File: config.mk
export PLATFORM = sky130hd
export DESIGN_NAME = hw_status_logger
export DESIGN_NICKNAME = d
export VERILOG_FILES = /design/src/rtl/hw_status_pkg.sv /design/src/rtl/status_fifo.sv /design/src/rtl/hw_status_logger.sv
export SDC_FILE = /design/constraint.sdc
export NUM_CORES = 1
export LEC_CHECK = 0
export CORE_UTILIZATION = 30
export CTS_CLUSTER_DIAMETER = 40
export DETAILED_ROUTE_END_ITERATION = 6
export HOLD_SLACK_MARGIN = 0.03
export PLACE_DENSITY = 0.42
export REMOVE_ABC_BUFFERS = 1
export SETUP_SLACK_MARGIN = 0.05
export SYNTH_ARGS = -nofsm -noshare
export SYNTH_HDL_FRONTEND = slang
export SYNTH_SLANG_ARGS = --single-unit
File: constraint.sdc
create_clock -name clk -period 8.9 [get_ports clk]
set_input_delay 1.335 -clock clk [delete_from_list [all_inputs] [get_ports clk]]
set_output_delay 1.335 -clock clk [all_outputs]
set_load 0.01 [all_outputs]
File: src/rtl/hw_status_pkg.sv
// Shared definitions for the hardware manager status word: state encodings, status codes and
// field layout. Imported by the manager and by the status logger.
package hw_status_pkg;

  typedef enum logic [3:0] {
    StIdle     = 4'd1,
    StPowerOn  = 4'd2,
    StStartDma = 4'd3,
    StStartSpi = 4'd4,
    StRunning  = 4'd5,
    StHalted   = 4'd6
  } hw_state_e;

  localparam int unsigned StatusWidth = 32;

  localparam int unsigned StateLsb = 0;
  localparam int unsigned StateMsb = 3;
  localparam int unsigned CodeLsb  = 4;
  localparam int unsigned CodeMsb  = 28;
  localparam int unsigned BoardLsb = 29;
  localparam int unsigned BoardMsb = 31;

  localparam logic [CodeMsb-CodeLsb:0] StatusCodeMin = 25'h1;
  localparam logic [CodeMsb-CodeLsb:0] StatusCodeMax = 25'hC;

  typedef struct packed {
    logic [BoardMsb-BoardLsb:0] board;
    logic [CodeMsb-CodeLsb:0]   code;
    logic [StateMsb-StateLsb:0] state;
  } status_word_t;

  localparam logic [StateMsb-StateLsb:0] StateResetVal = StIdle;

  function automatic logic [StateMsb-StateLsb:0] state_field(input logic [StatusWidth-1:0] w);
    return w[StateMsb:StateLsb];
  endfunction

  function automatic logic [CodeMsb-CodeLsb:0] code_field(input logic [StatusWidth-1:0] w);
    return w[CodeMsb:CodeLsb];
  endfunction

  function automatic logic [BoardMsb-BoardLsb:0] board_field(input logic [StatusWidth-1:0] w);
    return w[BoardMsb:BoardLsb];
  endfunction

  function automatic logic is_known_code(input logic [CodeMsb-CodeLsb:0] c);
    return (c >= StatusCodeMin) && (c <= StatusCodeMax);
  endfunction

endpackage

File: src/rtl/status_fifo.sv
// Synchronous first-word-fall-through FIFO. Pointers carry one extra wrap bit so full and empty
// are distinguished without a separate counter.
module status_fifo #(
  parameter int unsigned Width     = 64,
  parameter int unsigned DepthLog2 = 4
) (
  input  logic                 clk,
  input  logic                 rst,
  input  logic                 push,
  input  logic                 pop,
  input  logic [Width-1:0]     wdata,
  output logic [Width-1:0]     rdata,
  output logic                 empty,
  output logic                 full,
  output logic [DepthLog2:0]   count
);

  localparam int unsigned Depth = 1 << DepthLog2;
  localparam logic [DepthLog2:0] PtrOne = {{DepthLog2{1'b0}}, 1'b1};

  logic [DepthLog2:0] wr_ptr_q, wr_ptr_d;
  logic [DepthLog2:0] rd_ptr_q, rd_ptr_d;
  logic [Width-1:0]   mem_q [Depth];
  logic               do_push, do_pop;

  assign empty = (wr_ptr_q == rd_ptr_q);
  assign full  = (wr_ptr_q[DepthLog2] != rd_ptr_q[DepthLog2]) &&
                 (wr_ptr_q[DepthLog2-1:0] == rd_ptr_q[DepthLog2-1:0]);
  assign count = wr_ptr_q - rd_ptr_q;

  // A push into a full FIFO is legal when the head leaves on the same edge.
  assign do_push = push && (!full || pop);
  assign do_pop  = pop && !empty;

  always_comb begin
    wr_ptr_d = wr_ptr_q;
    rd_ptr_d = rd_ptr_q;
    if (do_push) wr_ptr_d = wr_ptr_q + PtrOne;
    if (do_pop)  rd_ptr_d = rd_ptr_q + PtrOne;
  end

  always_ff @(posedge clk) begin
    if (rst) begin
      wr_ptr_q <= '0;
      rd_ptr_q <= '0;
    end else begin
      wr_ptr_q <= wr_ptr_d;
      rd_ptr_q <= rd_ptr_d;
    end
  end

  always_ff @(posedge clk) begin
    if (do_push) mem_q[wr_ptr_q[DepthLog2-1:0]] <= wdata;
  end

  assign rdata = empty ? '0 : mem_q[rd_ptr_q[DepthLog2-1:0]];

endmodule

File: src/rtl/hw_status_logger.sv
// Timestamped logger for hardware manager status reports. Captures each report (and optionally
// each state change) into a FWFT FIFO, tracks dropped events and raises a level irq.
module hw_status_logger
  import hw_status_pkg::*;
#(
  parameter int unsigned DEPTH_LOG2          = 4,
  parameter int unsigned TS_WIDTH            = 32,
  parameter bit          LOG_ALL_TRANSITIONS = 1'b0
) (
  input  logic                       clk,
  input  logic                       rst,
  input  logic [StatusWidth-1:0]     status_word,
  input  logic                       ps_interrupt,
  input  logic                       rd_en,
  input  logic                       ovf_clr,
  input  logic                       irq_en,
  output logic [StatusWidth+TS_WIDTH-1:0] rd_data,
  output logic                       empty,
  output logic                       full,
  output logic [DEPTH_LOG2:0]        count,
  output logic                       overflow,
  output logic [15:0]                drop_count,
  output logic                       irq,
  output logic [TS_WIDTH-1:0]        timestamp_now
);

  localparam logic [TS_WIDTH-1:0] TsOne = {{(TS_WIDTH-1){1'b0}}, 1'b1};

  logic [TS_WIDTH-1:0]        ts_q, ts_d;
  logic [StateMsb-StateLsb:0] prev_state_q, prev_state_d;
  logic                       overflow_q, overflow_d;
  logic [15:0]                drop_count_q, drop_count_d;
  logic                       irq_q, irq_d;

  logic [StateMsb-StateLsb:0] cur_state;
  logic                       state_changed;
  logic                       capture, push, pop, drop;
  logic                       fifo_empty, fifo_full;

  assign cur_state     = state_field(status_word);
  assign state_changed = LOG_ALL_TRANSITIONS && (cur_state != prev_state_q);
  assign capture       = ps_interrupt || state_changed;

  assign pop  = rd_en && !fifo_empty;
  assign push = capture && (!fifo_full || pop);
  assign drop = capture && fifo_full && !pop;

  always_comb begin
    ts_d         = ts_q + TsOne;
    prev_state_d = cur_state;
    irq_d        = irq_en && !fifo_empty;

    overflow_d   = overflow_q;
    drop_count_d = drop_count_q;
    // A drop on the clearing edge restarts the tally instead of being lost.
    if (drop) begin
      overflow_d = 1'b1;
      if (ovf_clr) begin
        drop_count_d = 16'd1;
      end else if (drop_count_q != 16'hFFFF) begin
        drop_count_d = drop_count_q + 16'd1;
      end
    end else if (ovf_clr) begin
      overflow_d   = 1'b0;
      drop_count_d = 16'd0;
    end
  end

  always_ff @(posedge clk) begin
    if (rst) begin
      ts_q         <= '0;
      prev_state_q <= StateResetVal;
      overflow_q   <= 1'b0;
      drop_count_q <= 16'd0;
      irq_q        <= 1'b0;
    end else begin
      ts_q         <= ts_d;
      prev_state_q <= prev_state_d;
      overflow_q   <= overflow_d;
      drop_count_q <= drop_count_d;
      irq_q        <= irq_d;
    end
  end

  status_fifo #(
    .Width     (StatusWidth + TS_WIDTH),
    .DepthLog2 (DEPTH_LOG2)
  ) u_fifo (
    .clk   (clk),
    .rst   (rst),
    .push  (push),
    .pop   (pop),
    .wdata ({ts_q, status_word}),
    .rdata (rd_data),
    .empty (fifo_empty),
    .full  (fifo_full),
    .count (count)
  );

  assign empty         = fifo_empty;
  assign full          = fifo_full;
  assign overflow      = overflow_q;
  assign drop_count    = drop_count_q;
  assign irq           = irq_q;
  assign timestamp_now = ts_q;

endmodule

==> summary.md <==
| Metric | Value |
|---|---|
| Status | `completed` |
| Setup TNS | `0 ns` |
| Num ports | `159` |
| Pwr dens | `268.6 nW/um^2` |
| Final Net Count | `2,286` |
| Drt wl/cell | `25.44 um` |
| Final worst-path cycle share | `0.6568` |
| Gpl congestion | `0.7176` |
| Initial DRC Count | `1,195` |
| R2R setup slack | `4.84 ns` |
| Hold Fails Final Rpt | `0` |
| Residual DRC | `0` |
| Worst hold path class | `reg -> reg` |
| CTS sink count | `1,088` |
| Initial antenna violation count | `1` |
| Cells on Worst Hold Path | `2` |
| Starting Density | `0.3033` |
| WP buf/inv | `2` |
| # Post-CTS Setup Buffers | `0` |
| Seq/Total Area, Yosys | `0.7652` |
| Max VDD drop | `0.0001613 V` |
| CP top delay family | `simple AND/OR/NAND/NOR gates` |
| H-tree depth | `4` |
| Hold EP | `overflow` |
| Hold_buf cts | `0` |
| Hold Crit Start | `overflow` |
| Critical path peak fanout | `33` |
| Reg clk slew, reported paths | `0.05 ns` |
| Remaining antenna violation count | `0` |
| Clock skew | `0.02508 ns` |
| GRT overflow | `0` |
| Maxcap violations | `0` |
| Synth Instances | `1,951` |
| # rows | `136` |
| Die W | `375.5 um` |
| Clock latency on the worst-skew pair | `0.76 ns` |
| Core area | `138,000 um^2` |
| CTS tree | `done` |
| Resize count post-CTS | `0` |
| Mapped cell area | `41,860 um^2` |
| Crit path cell chain | `ha_1 -> nand4_1 -> nor2_1 -> or2_4 -> buf_16 -> o22ai_1 -> clkdlybuf4s50_1` |
| Synth-to-Final Area Change | `23.80%` |
| Slowest stage delay, CP | `0.68 ns` |
| Post-Syn Area per Cell | `21.46 um^2` |
| Root Buffer | `clkbuf_16` |
| Final setup viols | `0` |
| Critical-path top delay cell | `clkdlybuf4s50_1` |
| Tmin final | `5.846 ns` |
| Fmax | `0.1711 GHz` |
| Drt pass-1 iters | `5` |
| Final Slew Violations | `0` |
| LEAKAGE | `15.81 nW` |
| Cells on worst reg2reg path | `7` |
| Ys Warns | `0` |
| Arr. time, crit path | `4.51 ns` |
| WS Path Type | `reg -> out` |
| Fraction of layout cells with a size suffix above 1 | `0.2638` |
| Input/output buffers | `158` |
| Startpoint types | `flop` |
| HPWL after detailed placement | `55,110 um` |
| Antenna Cells | `0` |
| Unique masters post-synth | `49` |
| Die ar. | `141,000 um^2` |
| Post-Route WL | `108,000 um` |
| Worst endpoint required time | `7.57 ns` |
| First-pass GRT wire length | `157,100 um` |
| Via Count | `20,600` |
| Total GRT Usage | `0.1549` |
| Top_reg_cell synth | `edfxtp_1` |
| RR Endpoint | `u_fifo.mem_q[13][30]` |
| Async S/R FF share, synth | `0` |
| Worst reg2reg path startpoint | `u_fifo.wr_ptr_q[2]` |
| Num CTS Buffers | `170` |
| RSZ-0062 raised after global routing | `false` |
| Number of enable flip-flop cells after synthesis | `1,024` |
| Clock Tree Buf Depth | `3` |
| Seq cells post-synth | `1,088` |
| Die Y-Extent | `375.5 um` |
| Slew HR | `0.08784` |
| CP Capture Type | `primary output` |
| Actual slew at the worst max-slew pin | `1.368 ns` |
| Vias per Instance | `4.854` |
| Total Power | `13.92 mW` |
| Pin count of the biggest net entering global routing | `108` |
| Vias in the first global route | `22,620` |
[report_power, final]
| group | internal (mW) | switching [mW] | total, mW |
|---|---|---|---|
| clock | 4.26 | 2.42 | 6.68 |
| combinational | 0.777 | 0.791 | 1.57 |
| sequential | 5.64 | 0.0376 | 5.67 |
[per-layer routing]
metal	track usage	part of all wire
met3	0.03788	0.048
met4	0.04159	0.018
met2	0.2556	0.49
met5	0	0.00012
met1	0.2031	0.44
[flip-flops by register name, summed over array words and instances, names as in the netlist, named ones only]
name,flops
drop_count,16
irq,1
overflow,1
timestamp_now,32
u_fifo.mem_q,1024
u_fifo.rd_ptr_q,5
u_fifo.wr_ptr_q,5
[cell usage after synthesis, types with 2 or more instances]
master	instances	area share
o21ba_2	2	0.00048
dfxtp_1	64	0.031
nor4_1	12	0.0018
xnor2_1	14	0.0029
buf_1	18	0.0016
buf_2	25	0.0030
nand3_1	24	0.0029
ha_1	11	0.0033
inv_1	12	0.0011
nand2_1	31	0.0028
o311ai_0	3	0.00063
buf_6	2	0.00054
nor3_1	8	0.00096
o21ai_0	8	0.00096
nand2b_1	3	0.00045
o22ai_1	64	0.0096
mux4_2	256	0.14
nand4_1	11	0.0016
clkbuf_1	60	0.0054
o31a_1	3	0.00063
mux2_2	2	0.00054
a21o_1	2	0.00036
a21oi_1	25	0.0030
xor2_1	8	0.0017
and4_1	3	0.00063
and3_1	5	0.00075
o31ai_1	16	0.0029
or2_2	3	0.00045
or3_1	14	0.0021
nor2_1	40	0.0036
and2_1	3	0.00045
edfxtp_1	1024	0.73
or4_1	20	0.0036
nor2b_1	5	0.00075
mux2i_1	136	0.033
[layout make-up]
class / count / area (um^2)
Timing Repair Buffer: 218 / 2085
Fill cell: 12560 / 86180
Clock inverter: 119 / 1260
Multi-Input combinational cell: 746 / 9490
Tap cell: 1863 / 2331
Sequential cell: 1088 / 32040
Inverter: 12 / 45.04
Clock buffer: 198 / 4571
[placed cells by master, fill, tap and decap left out, drive strengths merged, types with 19 or more instances in the layout]
| master | count |
|---|---|
| a21oi | 25 |
| buf | 61 |
| bufinv | 19 |
| clkbuf | 198 |
| clkdlybuf4s50 | 157 |
| clkinv | 59 |
| dfxtp | 64 |
| edfxtp | 1024 |
| inv | 37 |
| mux2i | 136 |
| mux4 | 256 |
| nand2 | 31 |
| nand3 | 24 |
| nor2 | 40 |
| o22ai | 64 |
| or4 | 21 |
[worst max path at each step]
| stage | cells past startpoint | endpoint | startpoint |
|---|---|---|---|
| 2_1_floorplan | 3 | rd_data[0] | flop |
| 3_3_place_gp | 6 | rd_data[32] | u_fifo.wr_ptr_q[2] |
| 3_5_place_dp | 7 | rd_data[32] | u_fifo.wr_ptr_q[2] |
| 4_1_cts | 7 | rd_data[32] | u_fifo.wr_ptr_q[2] |
| 5_1_grt | 8 | rd_data[32] | u_fifo.wr_ptr_q[0] |
| 6_report | 7 | rd_data[32] | u_fifo.wr_ptr_q[2] |
[metrics by stage]
step | instance area, um^2 | hold WS [ns] | instances | util | worst slack [ns]
after global placement | 45960 | 0.4662 | 3926 | 0.3330 | 3.180
after global routing | 51820 | 0.5099 | 4244 | 0.3755 | 2.682
after CTS | 51810 | 0.4872 | 4244 | 0.3755 | 2.741
after detailed placement | 45980 | 0.4750 | 3927 | 0.3332 | 3.602
after floorplan | 41420 | 0.4778 | 1846 | - | -4.193
final | 51820 | 0.4765 | 4244 | 0.3755 | 3.054
[worst min-delay path: cells and delay by family (launching register included)]
| kind | cells | cell delay (ns) |
|---|---|---|
| and+or+nand+nor | 1 | 0.06 |
| AOI/OAI and AO/OA | 1 | 0.06 |
| DFF | 1 | 0.31 |
[kinds of logic (layout without fill, tap and decap cells)]
kind of cell | after synthesis | after routing | share of synthesized area
xor gates and xnor gates | 22 | 22 | 0.004603
adders and majority gates | 12 | 12 | 0.003766
AOI/OAI and AO/OA | 132 | 132 | 0.02033
DFF | 1088 | 1088 | 0.7652
and+or+nand+nor | 186 | 186 | 0.02373
buffers and inverters | 117 | 547 | 0.01160
muxes | 394 | 394 | 0.1708
Power figures use the tool's default switching activity.
